### src/rtl/volt_frame_uart_pkg.sv
// volt_frame_uart_pkg: shared constants, FSM states and frame-byte helpers for the voltage UART
//   ASCII_*      fixed frame characters
//   FRAME_LEN    bytes per frame
//   state_t      frame FSM states
//   frame_char   byte at a given frame position
package volt_frame_uart_pkg;
    localparam logic [7:0] ASCII_DOT   = 8'h2E;
    localparam logic [7:0] ASCII_V     = 8'h56;
    localparam logic [7:0] ASCII_CR    = 8'h0D;
    localparam logic [7:0] ASCII_LF    = 8'h0A;
    localparam logic [7:0] ASCII_QMARK = 8'h3F;
    localparam logic [7:0] ASCII_ZERO  = 8'h30;
    localparam int FRAME_LEN = 10;
    typedef enum logic [1:0] {IDLE, LOAD, SEND, DONE} state_t;
    function automatic logic [7:0] digit_ascii(input logic [3:0] n);
        return n > 4'd9 ? ASCII_QMARK : ASCII_ZERO + {4'd0, n};
    endfunction
    // Positions 1..6 hold five digits with the '.' after int_digits of them; k is the digit
    // number counted from the most significant nibble.
    function automatic logic [7:0] frame_char(input logic [3:0] idx, input logic [19:0] dec,
                                              input logic [7:0] sign, input int int_digits);
        logic [2:0] k;
        logic [3:0] nib;
        k = 32'(idx) <= int_digits ? 3'(idx - 4'd1) : 3'(idx - 4'd2);
        nib = 4'(dec >> (5'd16 - {k, 2'b00}));
        return idx == 4'd0 ? sign :
               idx == 4'd7 ? ASCII_V :
               idx == 4'd8 ? ASCII_CR :
               idx == 4'd9 ? ASCII_LF :
               32'(idx) == int_digits + 1 ? ASCII_DOT : digit_ascii(nib);
    endfunction
endpackage

### src/rtl/volt_frame_uart_if.sv
// volt_frame_uart_if: request/acknowledge and serial-line bundle between the sample FSM and the UART
//   dec       packed BCD voltage, dec[19:16] most significant
//   sign      ASCII sign character
//   uart_we   frame request level
//   tx_reg    serial line, idle high
//   uart_end  frame-complete acknowledge level
interface volt_frame_uart_if;
    logic [19:0] dec;
    logic [7:0]  sign;
    logic        uart_we;
    logic        tx_reg;
    logic        uart_end;
    modport master (output dec, sign, uart_we, input tx_reg, uart_end);
    modport slave  (input dec, sign, uart_we, output tx_reg, uart_end);
endinterface

### src/rtl/volt_frame_uart_byte_tx.sv
// volt_frame_uart_byte_tx: 8N1 serializer, LSB first, BIT_CYC clocks per bit
//   clk, rst_n  clock and asynchronous active-low reset
//   start/data  byte request; accepted when idle or in the final cycle of a stop bit
//   tx          serial line, idle high
//   busy        a byte is on the line
//   done        one-cycle pulse near the end of the stop bit
module volt_frame_uart_byte_tx #(
    parameter int BIT_CYC = 434
) (
    input  logic       clk,
    input  logic       rst_n,
    input  logic       start,
    input  logic [7:0] data,
    output logic       tx,
    output logic       busy,
    output logic       done
);
    localparam int CW = $clog2(BIT_CYC);
    logic [CW-1:0] cnt_q, cnt_d;
    logic [3:0]    bit_q, bit_d;
    logic [7:0]    sh_q, sh_d;
    logic          tx_q, tx_d, busy_q, busy_d;
    logic          bit_end, last;
    always_comb begin
        bit_end = cnt_q == CW'(BIT_CYC - 1);
        last    = busy_q && bit_q == 4'd9 && bit_end;
        // done leads the stop-bit end by two clocks so the requester's registered start
        // lands exactly on the boundary and bytes go out back-to-back.
        done    = busy_q && bit_q == 4'd9 && cnt_q == CW'(BIT_CYC - 3);
        cnt_d   = cnt_q;
        bit_d   = bit_q;
        sh_d    = sh_q;
        tx_d    = tx_q;
        busy_d  = busy_q;
        if (start && (!busy_q || last)) begin
            cnt_d  = '0;
            bit_d  = 4'd0;
            sh_d   = data;
            tx_d   = 1'b0;
            busy_d = 1'b1;
        end else if (busy_q) begin
            cnt_d = bit_end ? '0 : cnt_q + CW'(1);
            if (bit_end) begin
                bit_d = bit_q == 4'd9 ? 4'd0 : bit_q + 4'd1;
                tx_d  = bit_q >= 4'd8 ? 1'b1 : sh_q[0];
                sh_d  = {1'b0, sh_q[7:1]};
                busy_d = bit_q != 4'd9;
            end
        end
    end
    always_ff @(posedge clk or negedge rst_n) begin
        if (!rst_n) begin
            cnt_q  <= '0;
            bit_q  <= 4'd0;
            sh_q   <= 8'd0;
            tx_q   <= 1'b1;
            busy_q <= 1'b0;
        end else begin
            cnt_q  <= cnt_d;
            bit_q  <= bit_d;
            sh_q   <= sh_d;
            tx_q   <= tx_d;
            busy_q <= busy_d;
        end
    end
    assign tx   = tx_q;
    assign busy = busy_q;
endmodule

### src/rtl/volt_frame_uart.sv
// volt_frame_uart: sends "<sign>DD.DDDV\r\n" as UART 8N1 per uart_we/uart_end 4-phase handshake
//   clk, rst_n  clock and asynchronous active-low reset
//   bus         slave side of volt_frame_uart_if (dec, sign, uart_we in; tx_reg, uart_end out)
module volt_frame_uart
    import volt_frame_uart_pkg::*;
#(
    parameter int CLK_FRE    = 50,
    parameter int BAUD_RATE  = 115200,
    parameter int INT_DIGITS = 2
) (
    input logic              clk,
    input logic              rst_n,
    volt_frame_uart_if.slave bus
);
    localparam int BIT_CYC = CLK_FRE * 1000000 / BAUD_RATE;
    state_t      state_q, state_d;
    logic [3:0]  idx_q, idx_d;
    logic [19:0] dec_q, dec_d;
    logic [7:0]  sign_q, sign_d, byte_q, byte_d;
    logic        start_q, start_d, end_q, end_d;
    logic        busy, done;
    always_comb begin
        state_d = state_q;
        idx_d   = idx_q;
        dec_d   = dec_q;
        sign_d  = sign_q;
        byte_d  = byte_q;
        start_d = 1'b0;
        end_d   = end_q;
        case (state_q)
            IDLE: if (bus.uart_we && !end_q) begin
                dec_d   = bus.dec;
                sign_d  = bus.sign;
                idx_d   = 4'd0;
                state_d = LOAD;
            end
            LOAD: begin
                byte_d  = frame_char(idx_q, dec_q, sign_q, INT_DIGITS);
                start_d = 1'b1;
                state_d = SEND;
            end
            SEND: if (done) begin
                idx_d   = idx_q == 4'(FRAME_LEN - 1) ? idx_q : idx_q + 4'd1;
                state_d = idx_q == 4'(FRAME_LEN - 1) ? DONE : LOAD;
            end
            // Acknowledge only once the last stop bit is off the line; a request withdrawn
            // mid-frame returns to IDLE without ever raising uart_end.
            DONE: if (!busy) begin
                end_d   = bus.uart_we;
                state_d = bus.uart_we ? DONE : IDLE;
            end
            default: state_d = IDLE;
        endcase
    end
    always_ff @(posedge clk or negedge rst_n) begin
        if (!rst_n) begin
            state_q <= IDLE;
            idx_q   <= 4'd0;
            dec_q   <= 20'd0;
            sign_q  <= 8'd0;
            byte_q  <= 8'd0;
            start_q <= 1'b0;
            end_q   <= 1'b0;
        end else begin
            state_q <= state_d;
            idx_q   <= idx_d;
            dec_q   <= dec_d;
            sign_q  <= sign_d;
            byte_q  <= byte_d;
            start_q <= start_d;
            end_q   <= end_d;
        end
    end
    volt_frame_uart_byte_tx #(.BIT_CYC(BIT_CYC)) u_tx (
        .clk  (clk),
        .rst_n(rst_n),
        .start(start_q),
        .data (byte_q),
        .tx   (bus.tx_reg),
        .busy (busy),
        .done (done)
    );
    assign bus.uart_end = end_q;
endmodule

### src/flat_wrapper.sv
// flat-port wrapper written by rule: the top's interface ports become plain ports
module volt_frame_uart_flat import volt_frame_uart_pkg::*;
#(
    parameter int CLK_FRE    = 50,
    parameter int BAUD_RATE  = 115200,
    parameter int INT_DIGITS = 2
)
  (clk, rst_n, bus_dec, bus_sign, bus_uart_we, bus_tx_reg, bus_uart_end);
  volt_frame_uart_if bus_i ();
  input logic clk;
  input logic rst_n;
  input wire logic [$bits(bus_i.dec)-1:0] bus_dec;
  input wire logic [$bits(bus_i.sign)-1:0] bus_sign;
  input wire logic [$bits(bus_i.uart_we)-1:0] bus_uart_we;
  output wire logic [$bits(bus_i.tx_reg)-1:0] bus_tx_reg;
  output wire logic [$bits(bus_i.uart_end)-1:0] bus_uart_end;
  assign bus_i.dec = bus_dec;
  assign bus_i.sign = bus_sign;
  assign bus_i.uart_we = bus_uart_we;
  assign bus_tx_reg = bus_i.tx_reg;
  assign bus_uart_end = bus_i.uart_end;
  volt_frame_uart #(.CLK_FRE(CLK_FRE), .BAUD_RATE(BAUD_RATE), .INT_DIGITS(INT_DIGITS)) u_core (.clk(clk), .rst_n(rst_n), .bus(bus_i));
endmodule
### config.mk
export PLATFORM = sky130hd
export DESIGN_NAME = volt_frame_uart_flat
export DESIGN_NICKNAME = d
export VERILOG_FILES = /design/src/rtl/volt_frame_uart_pkg.sv /design/src/rtl/volt_frame_uart_if.sv /design/src/rtl/volt_frame_uart_byte_tx.sv /design/src/rtl/volt_frame_uart.sv /design/src/flat_wrapper.sv
export SDC_FILE = /design/constraint.sdc
export NUM_CORES = 1
export LEC_CHECK = 0
export CORE_MARGIN = 2
export CORE_UTILIZATION = 58
export CTS_CLUSTER_SIZE = 25
export DETAILED_ROUTE_END_ITERATION = 8
export PLACE_DENSITY = 0.8
export SYNTH_ARGS = -nofsm -noshare
export SYNTH_HDL_FRONTEND = slang
export SYNTH_SLANG_ARGS = --single-unit
### constraint.sdc
create_clock -name clk -period 3.8 [get_ports clk]
set_input_delay 0.57 -clock clk [delete_from_list [all_inputs] [get_ports clk]]
set_output_delay 0.57 -clock clk [all_outputs]
set_load 0.01 [all_outputs]
Word level (Yosys, flattened, before mapping)
Index checks and enable logic that the tools add are counted.
{"block": "word_totals", "ff_bits": 67, "output_inout_bits": 2, "word_cells": 92}
{"block": "classes", "add_sub_neg": 7, "order_cmp": 3, "eq_ne": 15, "shift": 1, "mux": 35, "bitwise_logic": 1, "reduce_logical": 18}
{"operator": "$mux W8", "n": 9}
{"operator": "$mux W4", "n": 7}
{"operator": "$mux W9", "n": 3}
{"operator": "$shr A20 B5 Y4", "n": 1}
{"operator": "$eq A9 B9 Y1 const B", "n": 2}
{"operator": "$eq A4 B4 Y1 const B", "n": 3}
{"operator": "$mux W2", "n": 5}
{"operator": "$add A9 B1 Y9 const B", "n": 1}
{"operator": "$add A4 B1 Y4 const B", "n": 2}
{"operator": "$mux W1", "n": 8}
{"operator": "$pmux W2 S4", "n": 1}
{"operator": "$pmux W4 S2", "n": 1}
{"operator": "$add A6 B4 Y7 const A", "n": 1}
{"operator": "$reduce_and A2 Y1", "n": 3}
{"operator": "$reduce_bool A2 Y1", "n": 3}
{"operator": "$logic_and A1 B1 Y1", "n": 5}
{"operator": "$sub A5 B5 Y5 const A", "n": 1}
{"operator": "$eq A2 B2 Y1 const B", "n": 2}
{"operator": "$eq A4 B2 Y1 const B", "n": 1}
{"operator": "$eq A4 B3 Y1 const B", "n": 1}
{"operator": "$ge A4 B4 Y1 const B", "n": 1}
{"operator": "$gt A4 B4 Y1 const B", "n": 1}
{"operator": "$le A4 B2 Y1 const B", "n": 1}
{"operator": "$logic_not A4 Y1", "n": 1}
{"operator": "13 further kinds", "n": 16}

Longest topological paths before layout
Gate-level depths: netlist (run 1).
{"block": "depth", "depth_word": 11, "depth_mapped": 14}

Hierarchy
A second synthesis (run 1) with hierarchy kept.
{"block": "hier_totals", "cells_unflattened": 351, "area_unflattened_um2": 3741.1}
{"module": "volt_frame_uart", "n_inst": 1, "cells_per_inst": 208, "area_each_um2": 2349.8, "seq_area_each_um2": 1101.1}
{"module": "volt_frame_uart_byte_tx", "n_inst": 1, "cells_per_inst": 143, "area_each_um2": 1391.3, "seq_area_each_um2": 576.8}

Worst setup path after synthesis (run 1)
No wires, ideal clock.
{"block": "synth_timing", "path_kind": "flip-flop to flip-flop", "startpoint": "register u_core.idx_q[0]", "endpoint": "register u_core.byte_q[1]", "arrival_time_ns": 2.863, "required_ns": 3.669, "setup_slack_ns": 0.806, "path_stages_with_launch": 14, "n_path_buf": 2, "cell_sequence": "dfrtp_1 buf_2 inv_1 ha_1 and2b_1 nor2_1 xnor2_1 ha_1 clkbuf_1 a211oi_1 o22ai_1 o221a_2 o2111ai_1 nand3_1"}
{"block": "synth_between", "elab_chain_cells": 11, "word_cells_on_any_way": 19, "cone_classes": "add/sub (4); order compare (2); eq/ne (4); shift (1); mux (7); reduce/logical (1)"}
{"element": "from (decl)", "line_no": "volt_frame_uart.sv:17", "source": "logic [3:0] idx_q, idx_d;"}
{"element": "from (signal assigned)", "line_no": "volt_frame_uart.sv:66", "source": "idx_q <= idx_d;"}
{"element": "$le A4 B2 Y1, or another cell as far along", "line_no": "volt_frame_uart_pkg.sv:24", "source": "k = 32'(idx) <= int_digits ? 3'(idx - 4'd1) : 3'(idx - 4'd2);"}
{"element": "$mux W3", "line_no": "volt_frame_uart_pkg.sv:24"}
{"element": "$sub A5 B5 Y5", "line_no": "volt_frame_uart_pkg.sv:25", "source": "nib = 4'(dec >> (5'd16 - {k, 2'b00}));"}
{"element": "$shr A20 B5 Y4", "line_no": "volt_frame_uart_pkg.sv:25"}
{"element": "$add A6 B4 Y7 / $gt A4 B4 Y1 (equally long branches)", "line_no": "volt_frame_uart_pkg.sv:16", "source": "return n > 4'd9 ? ASCII_QMARK : ASCII_ZERO + {4'd0, n};"}
{"element": "$mux W8", "line_no": "volt_frame_uart_pkg.sv:16"}
{"element": "$mux W8", "line_no": "volt_frame_uart_pkg.sv:30", "source": "32'(idx) == int_digits + 1 ? ASCII_DOT : digit_ascii(nib);"}
{"element": "$mux W8", "line_no": "volt_frame_uart_pkg.sv:29", "source": "idx == 4'd9 ? ASCII_LF :"}
{"element": "$mux W8", "line_no": "volt_frame_uart_pkg.sv:28", "source": "idx == 4'd8 ? ASCII_CR :"}
{"element": "$mux W8", "line_no": "volt_frame_uart_pkg.sv:27", "source": "idx == 4'd7 ? ASCII_V :"}
{"element": "$mux W8 (*)", "line_no": "volt_frame_uart_pkg.sv:26", "source": "return idx == 4'd0 ? sign :"}
{"element": "to (signal assigned)", "line_no": "volt_frame_uart.sv:69", "source": "byte_q <= byte_d;"}
{"element": "to (decl)", "line_no": "volt_frame_uart.sv:19", "source": "logic [7:0] sign_q, sign_d, byte_q, byte_d;"}
Mark *: on every way between the ends. The rest lies on a longest branch, timed or not.
A chain may end at the register's enable or synchronous reset.

Worst setup path in the final report (run 1)
{"block": "layout_timing", "startpoint": "register u_core.idx_q[3]", "endpoint": "register u_core.byte_q[2]"}
{"block": "layout_between", "elab_chain_cells": 11, "word_cells_on_any_way": 17, "cone_classes": "add/sub (2); order compare (2); eq/ne (4); shift (1); mux (7); reduce/logical (1)"}
{"element": "$le A4 B2 Y1", "line_no": "volt_frame_uart_pkg.sv:24"}
{"element": "$mux W3", "line_no": "volt_frame_uart_pkg.sv:24"}
{"element": "$sub A5 B5 Y5", "line_no": "volt_frame_uart_pkg.sv:25"}
{"element": "$shr A20 B5 Y4", "line_no": "volt_frame_uart_pkg.sv:25"}
{"element": "$add A6 B4 Y7 / $gt A4 B4 Y1 (equally long branches)", "line_no": "volt_frame_uart_pkg.sv:16"}
{"element": "$mux W8", "line_no": "volt_frame_uart_pkg.sv:16"}
{"element": "$mux W8", "line_no": "volt_frame_uart_pkg.sv:30"}
{"element": "$mux W8", "line_no": "volt_frame_uart_pkg.sv:29"}
{"element": "$mux W8", "line_no": "volt_frame_uart_pkg.sv:28"}
{"element": "$mux W8", "line_no": "volt_frame_uart_pkg.sv:27"}
{"element": "$mux W8 (*)", "line_no": "volt_frame_uart_pkg.sv:26"}
Marks and branches as above.

==> flow_summary.yaml, run 1 <==
placed_design:
  port_buffers: 32
  gp_congestion: 0.889
  hpwl_um: 5500
flow_run:
  max_cap_violations: 0
yosys:
  synth.distinct_cells: 65
  seq_area_frac_synth_pct: 44.2
  yosys_warnings: 0
  synthArstFlopShare_pct: 100
  synth_nets: 429
  synth_cells: 390
  synth_edf_count: 0
  ys.flop_type: "dfrtp_1"
  yosys_register_bits: 67
  syn_area_um2: 3790
  syn_area_per_cell_um2: 9.72
power:
  p_per_area_nw_per_um2: 935
  p_leak_nw: 1.86
  ir_worst_vdd_mv: 0.880
critical_path:
  slowest_stage: "dfrtp_1"
  worstPathRequired_ns: 4.08
  crit_arrival_ns: 3.66
  crit_chain: "or2_1, nor2_1, xnor2_1, ha_1, buf_4, and3b_1, o211ai_1, o311ai_1, o221ai_1, o2111ai_1, nand3_1"
  critical_path_class: "reg2reg"
  critPathLaunchType: "flip-flop"
  crit_buf_inv: 1
  worstPathMaxFanout: 18
  cp-end-kind: "flip-flop"
  critPathMaxStageDelay_ns: 0.52
  crit_family: "simple AND/OR/NAND/NOR gates"
global_routing:
  grt_pass1_vias: 2981
  grt_antenna_before_repair: 0
  grt-ovfl-total: 0
  grt_start_max_net_pins: 50
  grt_use_total_pct: 24.1
  grt_pass1_wl_um: 13900
clock_network:
  cts_root_buffer: "clkbuf_8"
  clk_pin_slew_ns: 0.07
  clk_latency_ns: 0.35
  postCtsSetupRepairBufs: 0
  htree_levels: 3
  cts_tree: "built"
  post_cts_resized: 0
  ctsHoldBuffers: 0
  clkSinkCount: 67
  cts_buffer_depth: 2
  cts-buffers-inserted: 9
detailed_routing:
  drt-total-wl_um: 8040
  wl_per_cell_um: 16.1
  via_per_inst: 6.19
  drc: 0
  drt_first_iter_violations: 203
  vias: 3094
  ant_nets: 0
  first_pass_iters: 5
timing:
  hold_viol: 0
  timing.fmax_mhz: 296
  rsz0062_at_grt: "false"
  finalCriticalPeriod_ns: 3.38
  slew_viol_final: 0
  setup_viol: 0
  skew_ns: 0.00975
  worst_slew_pin_slew_ns: 1.08
  post-route-period-util_pct: 89.0
  finalSetupTns_ns: 0
  maxSlewHeadroom_pct: 27.8
layout:
  fin_util_pct: 69.1
  drive_above_1_share_pct: 13.2
  finalNetCount: 457
  top_register: "u_core.dec_q"
  largestRegisters: "u_core.dec_q: 20 flops, u_core.u_tx.cnt_q: 9 flops"
  area.growth.synth_to_final_pct: 15.7
  fill_cells: 483
  mostFrequentLayoutCell: "dfrtp_1"
  insertedDiodeCount: 0
  layout_common_cells: "dfrtp_1, nand2_1, clkdlybuf4s50_1"
  largest_register_ffs: 20
die:
  ioPinCount: 33
  rows: 29
  initial_core_util_pct: 59.7
  die_h_um: 84.9
  coreArea_um2: 6350
  dieArea_um2: 7200
  die_width_um: 84.9
run_status:
  status: "complete, no violations"
min_path:
  min_path_type: "in2async"
==> kinds of logic (layout without fill, tap and decap cells) <==
logic type      Yosys count  count (layout)  synth area share (%)
simple gates            147             147                  20.4
compound gates          104             104                  19.5
flops                    67              67                  44.2
buf+inv                  31              64                  3.70
mux                      30              30                  8.84
fa+ha+maj                 8               8                  2.64
xor+xnor                  3               3                 0.693
==> path summary, 6_finish.rpt <==
check                                      from  depth (start not counted)              endpoint  slack (ns)
worst max-delay path            u_core.idx_q[3]                         11      u_core.byte_q[2]        0.42
min in group clk                 u_core.u_tx.tx                          2        u_core.u_tx.tx        0.47
worst min-delay path                      rst_n                          1  u_core.u_tx.cnt_q[3]        0.42
max in group asynchronous                 rst_n                          2      u_core.dec_q[17]        2.53
worst max register to register  u_core.idx_q[3]                         11      u_core.byte_q[2]        0.42
worst min register to register   u_core.u_tx.tx                          2        u_core.u_tx.tx        0.47
==> cell usage after synthesis (5+ instances only) <==
library cell,n,share of area [%]
ha_1,8,2.6
nand3_1,15,2.0
nand2b_1,6,0.99
o22ai_1,5,0.82
inv_1,8,0.79
dfrtp_1,66,44
and2_1,5,0.82
a22oi_1,9,1.8
nor2_1,22,2.2
clkbuf_1,8,0.79
mux2_2,23,6.8
nor3_1,10,1.3
nor3b_1,10,2.0
o21ai_0,28,3.7
nor2b_1,9,1.5
buf_2,13,1.7
nand2_1,45,4.5
o21ai_1,7,0.92
o31ai_1,5,0.99
a21oi_1,10,1.3
mux2_1,5,1.5
==> report_power, final <==
group,internal [mW],switching [mW]
clock,0.425,0.275
sequential,1.03,0.286
combinational,0.945,1.14
==> final cells by class <==
cell class,count,area [um^2],area share [%]
multi-input combinational,292,1970,45.0
sequential,67,1680,38.2
timing repair buffer,39,368,8.38
clock buffer,13,169,3.85
tap,77,96.3,2.20
clock inverter,3,68.8,1.57
inverter,9,33.8,0.770
==> layer usage <==
metal | global-route usage (%) | part of all wire (%) | vias to the layer above | wire, um
met5 | 0 | 0 | - | 0
met4 | 7.50 | 1.3 | 0 | 107
met1 | 32.2 | 45 | 1500 | 3590
li1 | - | - | 1493 | -
met2 | 39.9 | 49 | 91 | 3970
met3 | 4.96 | 4.6 | 10 | 370
==> stage by stage <==
stage	setup slack, ns	instances	hold WS, ns	power, mW	cell area [um^2]
finish	0.417	500	0.418	4.10	4390
detailed placement	0.491	484	0.460	3.38	4150
global route	0.153	500	0.497	4.43	4390
CTS	0.478	500	0.452	4.09	4390
global placement	0.593	484	0.459	3.31	4150
floorplan	0.806	390	0.274	2.89	3790
==> worst register-to-register path, cell delays in order (launching register included) <==
cell,delay (ns)
dfrtp_1,0.52
or2_1,0.45
nor2_1,0.32
xnor2_1,0.14
ha_1,0.52
buf_4,0.27
and3b_1,0.18
o211ai_1,0.19
o311ai_1,0.15
o221ai_1,0.32
o2111ai_1,0.16
nand3_1,0.11
No activity file was read; power rests on OpenSTA's default activity.
==> run 2: changes to the inputs <==
--- a/config.mk
+++ b/config.mk
@@ -9,6 +9,7 @@
 export CORE_UTILIZATION = 58
 export CTS_CLUSTER_SIZE = 25
 export DETAILED_ROUTE_END_ITERATION = 8
+export MAX_ROUTING_LAYER = met4
 export PLACE_DENSITY = 0.8
 export SYNTH_ARGS = -nofsm -noshare
 export SYNTH_HDL_FRONTEND = slang
==> flow_summary.yaml, run 2 (synthesis gave the netlist of run 1 again) <==
run_status:
  status: "complete, no violations"
layout:
  layout_common_cells: "dfrtp_1, nand2_1, clkdlybuf4s50_1"
  mostFrequentLayoutCell: "dfrtp_1"
  insertedDiodeCount: 0
  finalNetCount: 457
  drive_above_1_share_pct: 13.5
  top_register: "u_core.dec_q"
  area.growth.synth_to_final_pct: 14.7
  largestRegisters: "u_core.dec_q: 20 flops, u_core.u_tx.cnt_q: 9 flops"
  fin_cells: 500
  largest_register_ffs: 20
power:
  seqPwrFrac_pct: 32.9
  p_per_area_nw_per_um2: 918
  p_leak_nw: 1.84
  p_switching_mw: 1.71
  ir_worst_vdd_mv: 0.635
  pwr-share-comb_pct: 52.1
  swShare_pct: 42.9
  clkPwrFrac_pct: 15.0
  p_int_mw: 2.28
clock_network:
  cts_tree: "built"
  post_cts_resized: 0
  cts_root_buffer: "clkbuf_8"
  clkSinkCount: 67
  postCtsSetupRepairBufs: 0
  cts_buffer_depth: 2
  clk_latency_ns: 0.36
  cts-buffers-inserted: 9
  clk_pin_slew_ns: 0.07
  htree_levels: 3
  ctsHoldBuffers: 0
flow_run:
  max_cap_violations: 0
timing:
  skew_ns: 0.0112
  hold_viol: 0
  worst_slew_pin_slew_ns: 1.09
  finalSetupTns_ns: 0
  rsz0062_at_grt: "false"
  maxSlewHeadroom_pct: 27.0
  post-route-period-util_pct: 87.8
  timing.fmax_mhz: 300
  setup_viol: 0
  finalCriticalPeriod_ns: 3.34
  slew_viol_final: 0
critical_path:
  critPathLaunchType: "flip-flop"
  cp-end-kind: "flip-flop"
  critical_path_class: "reg2reg"
  worstPathRequired_ns: 4.09
  worstPathMaxFanout: 15
  crit_arrival_ns: 3.62
detailed_routing:
  first_pass_iters: 5
  vias: 3099
  ant_nets: 0
  via_per_inst: 6.20
  drt_first_iter_violations: 199
  wl_per_cell_um: 16.0
  drt-total-wl_um: 7990
  drc: 0
die:
  die_width_um: 84.9
  coreArea_um2: 6350
  dieArea_um2: 7200
  die_h_um: 84.9
  rows: 29
  initial_core_util_pct: 59.7
  ioPinCount: 33
min_path:
  min_path_type: "in2async"
global_routing:
  grt-ovfl-total: 0
  grt_pass1_wl_um: 13900
  grt_pass1_vias: 3001
  grt_use_total_pct: 25.1
  grt_start_max_net_pins: 50
  grt_antenna_before_repair: 0
placed_design:
  place_inst: 484
  port_buffers: 32
  hpwl_um: 5660
  gp_congestion: 0.914
[run 2: cell count changes in the layout (fill, tap and decap cells not counted)]
cell        delta
inv_6          +1
clkinv_2       +1
clkinvlp_4     +2
bufinv_16      -1
clkbuf_1       -1
clkinv_4       +1
clkbuf_8       -3
[run 2: critical path, stage by stage, from the launching register on]
cell and delay (ns):
dfrtp_1 0.52, or2_1 0.45, nor2_1 0.31, xnor2_1 0.14
ha_1 0.49, buf_4 0.26, and3b_1 0.18, o211ai_1 0.17
o311ai_1 0.14, o221ai_1 0.32, o2111ai_1 0.17, nand3_1 0.12
[run 2: final cells by class]
type | instances | area (um^2)
Fill cell | 481 | 2000
Sequential cell | 67 | 1680
Inverter | 9 | 33.8
Clock inverter | 7 | 76.3
Timing Repair Buffer | 39 | 368
Clock buffer | 9 | 124
Tap cell | 77 | 96.3
Multi-Input combinational cell | 292 | 1970
[run 2: metal layers]
| metal | global-route usage, % | part of all wire [%] |
|---|---|---|
| met5 | - | 0 |
| met4 | 10.5 | 1.9 |
| met1 | 31.6 | 45 |
| met2 | 39.2 | 48 |
| met3 | 5.84 | 4.2 |
[run 2: path summary, 6_finish.rpt]
kind / start / endpoint / slack, ns / cells after the start
setup reg to reg: u_core.idx_q[3] / u_core.byte_q[1] / 0.46 / 11
hold / removal: rst_n / u_core.u_tx.cnt_q[3] / 0.39 / 1
setup / recovery: u_core.idx_q[3] / u_core.byte_q[1] / 0.46 / 11
max in group asynchronous: rst_n / u_core.dec_q[4] / 2.57 / 2
min in group clk: u_core.u_tx.sh_q[2] / u_core.u_tx.sh_q[1] / 0.47 / 2
hold reg to reg: u_core.u_tx.sh_q[2] / u_core.u_tx.sh_q[1] / 0.47 / 2
[run 2: power groups by stage]
| stage | Clock [mW] | Sequential, mW | Combinational (mW) |
|---|---|---|---|
| 4_1_cts | 0.616 | 1.31 | 2.08 |
| 2_1_floorplan | 0 | 1.22 | 1.67 |
| 3_5_place_dp | 0 | 1.32 | 2.07 |
| 5_1_grt | 0.647 | 1.36 | 2.33 |
| 3_3_place_gp | 0 | 1.31 | 1.99 |
| 6_report | 0.600 | 1.31 | 2.08 |
[run 2: stage by stage]
stage          util [%]  setup WS (ns)  power (mW)  area [um^2]  hold slack (ns)
4_1_cts            68.5          0.515        4.00         4350            0.436
6_report           68.5          0.465        3.99         4350            0.391
3_5_place_dp       65.4          0.534        3.39         4150            0.470
2_1_floorplan         -          0.806        2.89         3790            0.274
3_3_place_gp       65.4          0.622        3.30         4150            0.457
5_1_grt            68.5          0.167        4.34         4350            0.497
==> RTL change 1, RTL diff (config.mk and constraints of run 1) <==
`BAUD_RATE` is set to 115200 in 2 places; all go to 230400.
--- a/src/rtl/volt_frame_uart.sv
+++ b/src/rtl/volt_frame_uart.sv
@@ -6,5 +6,5 @@
 #(
     parameter int CLK_FRE    = 50,
-    parameter int BAUD_RATE  = 115200,
+    parameter int BAUD_RATE  = 230400,
     parameter int INT_DIGITS = 2
 ) (
--- a/src/flat_wrapper.sv
+++ b/src/flat_wrapper.sv
@@ -3,5 +3,5 @@
 #(
     parameter int CLK_FRE    = 50,
-    parameter int BAUD_RATE  = 115200,
+    parameter int BAUD_RATE  = 230400,
     parameter int INT_DIGITS = 2
 )
Function: no difference found for any inputs over 10 cycles, from zero or initial values and one cycle with rst_n low; that may be too few to reach the edited logic, so the function may still have changed.
==> RTL change 1 against run 1 <==
Setup slack better by 8.6 ps. Sequential cell count decreased by 1. Area after synthesis fell by 7.2%. Design area down 6.0%. Cell count fell by 7.4%. Fmax up 0.25%. Synthesized cell count shrank 10%. Total power down 9.2%. Wire length fell by 7.6%. Largest cell class unchanged.
==> RTL change 1: results (changes against run 1) <==
\begin{tabular}{lr}
\hline
Metric & Value \\
\hline
\multicolumn{2}{l}{\textbf{Outcome}} \\
\quad Status & finished, final reports clean (unchanged) \\
\multicolumn{2}{l}{\textbf{Routing}} \\
\quad Total Wirelength & 7430 µm (was 8040 µm) \\
\quad 1st-pass router iterations & 4 (was 5) \\
\quad Routed via count & 2788 (was 3094) \\
\multicolumn{2}{l}{\textbf{Global routing}} \\
\quad Pin count of the biggest net entering global routing & 38 (was 50) \\
\quad Wire length of the first global-routing pass & 12600 µm (was 13900 µm) \\
\quad All-layer global routing usage & 25.1\% (was 24.1\%) \\
\multicolumn{2}{l}{\textbf{Timing}} \\
\quad Final Skew & 7.52 ps (was 9.75 ps) \\
\quad Final hold slack & 253 ps (was 418 ps) \\
\multicolumn{2}{l}{\textbf{Place}} \\
\quad Final GP Congestion & 0.846 (was 0.889) \\
\quad Post-detailed-placement half-perimeter wirelength & 5340 µm (was 5500 µm) \\
\multicolumn{2}{l}{\textbf{Yosys}} \\
\quad Post-synth cell types & 56 (was 65) \\
\quad Seq cells post-synth & 66 (was 67) \\
\quad Proportion of synthesized chip area in sequential cells & 47.0\% (was 44.2\%) \\
\quad Post-synthesis net count & 391 (was 429) \\
\multicolumn{2}{l}{\textbf{Power}} \\
\quad Clk power & 681 µW (was 700 µW) \\
\quad Internal portion of total power & 2.27 mW (was 2.40 mW) \\
\quad Share of power burned in registers & 34.7\% (was 32.1\%) \\
\quad Leakage power total & 1.76 nW (was 1.86 nW) \\
\multicolumn{2}{l}{\textbf{Cells and area}} \\
\quad Multi-input gate area & 1750 µm² (was 1970 µm²) \\
\quad Share of final layout cell area taken by clock buffers and inverters & 5.55\% (was 5.42\%) \\
\quad Total number of nets in the final design & 423 (was 457) \\
\quad Comb\_multi\_in & 255 (was 292) \\
\multicolumn{2}{l}{\textbf{Worst setup path}} \\
\quad Maximum net fanout on the critical path & 15 (was 18) \\
\quad Beginning of the worst register-to-register path & u\_core.idx\_q[0]\$\_DFFE\_PN0P\_ (was u\_core.idx\_q[3]\$\_DFFE\_PN0P\_) \\
\quad Critical Path Sink & u\_core.byte\_q[1]\$\_DFFE\_PN0P\_ (was u\_core.byte\_q[2]\$\_DFFE\_PN0P\_) \\
\hline
\end{tabular}
==> RTL change 1: cell count changes in the layout (fill, tap and decap cells not counted), moves of 4 or more <==
cell,before,now
a22oi_1,9,2
a31oi_1,1,10
inv_1,8,12
nand2_1,45,49
nand3_1,15,4
nor2_1,22,26
nor2b_1,9,4
nor3_1,10,5
nor3b_1,10,5
==> RTL change 1: stage by stage <==
| step | instance area, µm² | setup slack [ps] | cells | util, % | total power, mW |
|---|---|---|---|---|---|
| final | 4120 | 426 | 463 | 70.0 | 3.73 |
| after global routing | 4120 | 213 | 463 | 70.0 | 4.01 |
| after CTS | 4120 | 431 | 463 | 70.0 | 3.74 |
| after detailed placement | 3890 | 455 | 447 | 66.2 | 3.05 |
| after global placement | 3890 | 557 | 447 | 66.2 | 2.97 |
| after floorplan | 3520 | 811 | 351 | - | 2.63 |
==> RTL change 1: critical path, delay by kind of cell (launching register included) <==
kind                       cells  cell delay [ps]
DFF                            1              390
adders and majority gates      2              680
and+or+nand+nor                4              940
buffers and inverters          2              220
xor gates and xnor gates       1              160
AOI/OAI and AO/OA              4              870
==> RTL change 1: layer usage <==
| metal | track usage, % | vias up | wire (µm) |
|---|---|---|---|
| met5 | 0 | - | 0 |
| met4 | 11.2 | 0 | 172 |
| met3 | 4.84 | 14 | 315 |
| met2 | 43.3 | 79 | 3800 |
| met1 | 30.3 | 1380 | 3150 |
| li1 | - | 1315 | - |
==> RTL change 1: logic make-up after synthesis <==
family	count (synthesis)	synth area share [%]
AO/OA/AOI/OAI	85	15.9
XOR/XNOR	7	1.96
adder cells (fa/ha/maj)	9	3.20
buffers and inverters	30	3.41
flip-flops	66	47.0
multiplexers	32	11.2
AND/OR/NAND/NOR	122	17.4
==> RTL change 2, RTL diff (config.mk and constraints of run 1) <==
Made on the original files. `sh_q` no longer has a reset.
--- a/src/rtl/volt_frame_uart_byte_tx.sv
+++ b/src/rtl/volt_frame_uart_byte_tx.sv
@@ -53,5 +53,4 @@
             cnt_q  <= '0;
             bit_q  <= 4'd0;
-            sh_q   <= 8'd0;
             tx_q   <= 1'b1;
             busy_q <= 1'b0;
@@ -59,8 +58,11 @@
             cnt_q  <= cnt_d;
             bit_q  <= bit_d;
-            sh_q   <= sh_d;
             tx_q   <= tx_d;
             busy_q <= busy_d;
         end
+    end
+
+    always_ff @(posedge clk) begin
+        sh_q <= sh_d;
     end
     assign tx   = tx_q;
Function: no difference found for any inputs over 10 cycles, from zero or initial values and one cycle with rst_n low; that may be too few to reach the edited logic, so the function may still have changed.
==> RTL change 2 against run 1 <==
Area after synthesis shrank 9.4%. Combinational power shrank 30%. Wire length shrank 18%. Design area shrank 9.6%. Sequential cell count is the same. Utilization shrank 0.92 points. Setup slack gained 50 ps. Total power shrank 21%. Sequential power shrank 4%.
==> RTL change 2: results (changes against run 1) <==
\begin{tabular}{lr}
\hline
Metric & Value \\
\hline
\multicolumn{2}{l}{\textbf{Yosys}} \\
\quad Post-synth cell types & 54 (was 65) \\
\quad Number of enable flip-flop cells after synthesis & 8 (was 0) \\
\quad Post-synthesis net count & 349 (was 429) \\
\quad Cell types with the largest area share after synthesis & dfrtp\_1 42\%, mux2\_2 12\%, edfxtp\_1 7.0\% (was dfrtp\_1 44\%, mux2\_2 6.8\%, nand2\_1 4.5\%) \\
\quad Top cells by count, synth & 58 x dfrtp\_1, 36 x mux2\_2, 29 x nand2\_1, 24 x o21ai\_0, 17 x nor2\_1 (was 66 x dfrtp\_1, 45 x nand2\_1, 28 x o21ai\_0, 23 x mux2\_2, 22 x nor2\_1) \\
\quad Proportion of synthesized chip area in sequential cells & 50.0\% (was 44.2\%) \\
\quad Share of synthesized flip-flops with an asynchronous set or reset & 88.1\% (was 100\%) \\
\multicolumn{2}{l}{\textbf{Routing}} \\
\quad Drt initial violations & 192 (was 203) \\
\quad Via-to-Cell Ratio & 5.72 (was 6.19) \\
\quad Total Wirelength & 6560 µm (was 8040 µm) \\
\quad 1st-pass router iterations & 4 (was 5) \\
\multicolumn{2}{l}{\textbf{Cells and area}} \\
\quad Fraction of final layout cells with drive strength greater than 1 & 17.8\% (was 13.2\%) \\
\quad Total number of nets in the final design & 382 (was 457) \\
\quad Layout fillers & 461 (was 483) \\
\multicolumn{2}{l}{\textbf{Timing}} \\
\quad Worst Max-Slew Pin Slew & 716 ps (was 1080 ps) \\
\quad Final Skew & 5.91 ps (was 9.75 ps) \\
\multicolumn{2}{l}{\textbf{Global routing}} \\
\quad Wire length of the first global-routing pass & 11000 µm (was 13900 µm) \\
\quad Number of global-route vias before repair & 2285 (was 2981) \\
\quad Pin count of the biggest net entering global routing & 34 (was 50) \\
\quad All-layer global routing usage & 22.4\% (was 24.1\%) \\
\multicolumn{2}{l}{\textbf{Power}} \\
\quad Switching pwr & 1.23 mW (was 1.70 mW) \\
\quad Maximum vdd ir drop & 541 µV (was 880 µV) \\
\multicolumn{2}{l}{\textbf{Place}} \\
\quad Area of placed instances & 3800 µm² (was 4150 µm²) \\
\quad Final GP Congestion & 0.876 (was 0.889) \\
\multicolumn{2}{l}{\textbf{Worst setup path}} \\
\quad Critical path data arrival time & 3530 ps (was 3660 ps) \\
\quad Delay of the slowest critical-path stage & 500 ps (was 520 ps) \\
\quad Maximum net fanout on the critical path & 7 (was 18) \\
\multicolumn{2}{l}{\textbf{Outcome}} \\
\quad Status & finished, final reports clean (unchanged) \\
\multicolumn{2}{l}{\textbf{Clock tree}} \\
\quad H-tree lvl count & 3 (unchanged) \\
\multicolumn{2}{l}{\textbf{Hold path}} \\
\quad Path class of the lowest-slack min-delay path & input port to async pin (unchanged) \\
\hline
\end{tabular}
RTL change 2: per-stage QoR:
stage	utilization (%)	hold WS (ps)	instances	power, mW	worst slack (ps)
3_3_place_gp	65.4	454	407	2.68	641
3_5_place_dp	65.4	472	407	2.73	517
5_1_grt	68.2	333	423	3.48	210
4_1_cts	68.2	301	423	3.24	444
2_1_floorplan	-	274	310	2.41	768
6_report	68.2	282	423	3.24	467
RTL change 2: cell families (layout without fill, tap and decap cells):
logic type               count (synthesis)  after routing  synth area share [%]
AO/OA/AOI/OAI                           64             64                  11.6
adder cells (fa/ha/maj)                  8              8                  2.91
XOR/XNOR                                 8              8                  2.04
flip-flops                              67             67                  50.0
buffers and inverters                   23             61                  2.95
multiplexers                            42             42                  15.6
AND/OR/NAND/NOR                         98             98                  14.9
RTL change 2: cell type report:
type | count | area (µm²) | area share (%)
flip-flops and latches | 67 | 1720 | 43.3
multi-input cells | 220 | 1620 | 40.8
inverters | 11 | 41.3 | 1.04
clock inverters | 3 | 15.0 | 0.379
well taps | 75 | 93.8 | 2.37
clock buffers | 13 | 149 | 3.76
repair buffers | 34 | 330 | 8.33
RTL change 2: critical path: cells and delay by family (launching register included):
family | cells | cell delay (ps)
mux | 1 | 320
simple gates | 3 | 660
buf+inv | 2 | 220
compound gates | 5 | 820
fa+ha+maj | 2 | 670
flops | 1 | 500
RTL change 2: worst paths after layout:
kind,slack [ps],cells past startpoint,start,to
setup / recovery,470,13,u_core.idx_q[0]$_DFFE_PN0P_,u_core.byte_q[3]$_DFFE_PN0P_
hold / removal,280,1,rst_n,u_core.u_tx.cnt_q[3]$_DFFE_PN0P_
setup reg to reg,470,13,u_core.idx_q[0]$_DFFE_PN0P_,u_core.byte_q[3]$_DFFE_PN0P_
hold reg to reg,480,2,u_core.u_tx.tx$_DFFE_PN1P_,u_core.u_tx.tx$_DFFE_PN1P_
max in group asynchronous,2660,2,rst_n,u_core.u_tx.tx$_DFFE_PN1P_
min in group clk,480,2,u_core.u_tx.tx$_DFFE_PN1P_,u_core.u_tx.tx$_DFFE_PN1P_
RTL change 2: per-layer routing:
layer	vias up	GRT usage (%)	part of all wire (%)
met2	56	36.4	49
met5	-	0	0
li1	1190	-	-
met3	11	4.44	4.1
met1	1163	29.3	45
met4	0	9.66	1.9
RTL change 2: power by group through the flow:
stage | Combinational [mW] | Clock [mW] | Sequential (mW)
floorplan | 1.25 | 0 | 1.16
global placement | 1.42 | 0 | 1.26
detailed placement | 1.45 | 0 | 1.28
CTS | 1.46 | 0.515 | 1.27
global route | 1.62 | 0.551 | 1.31
finish | 1.46 | 0.512 | 1.27
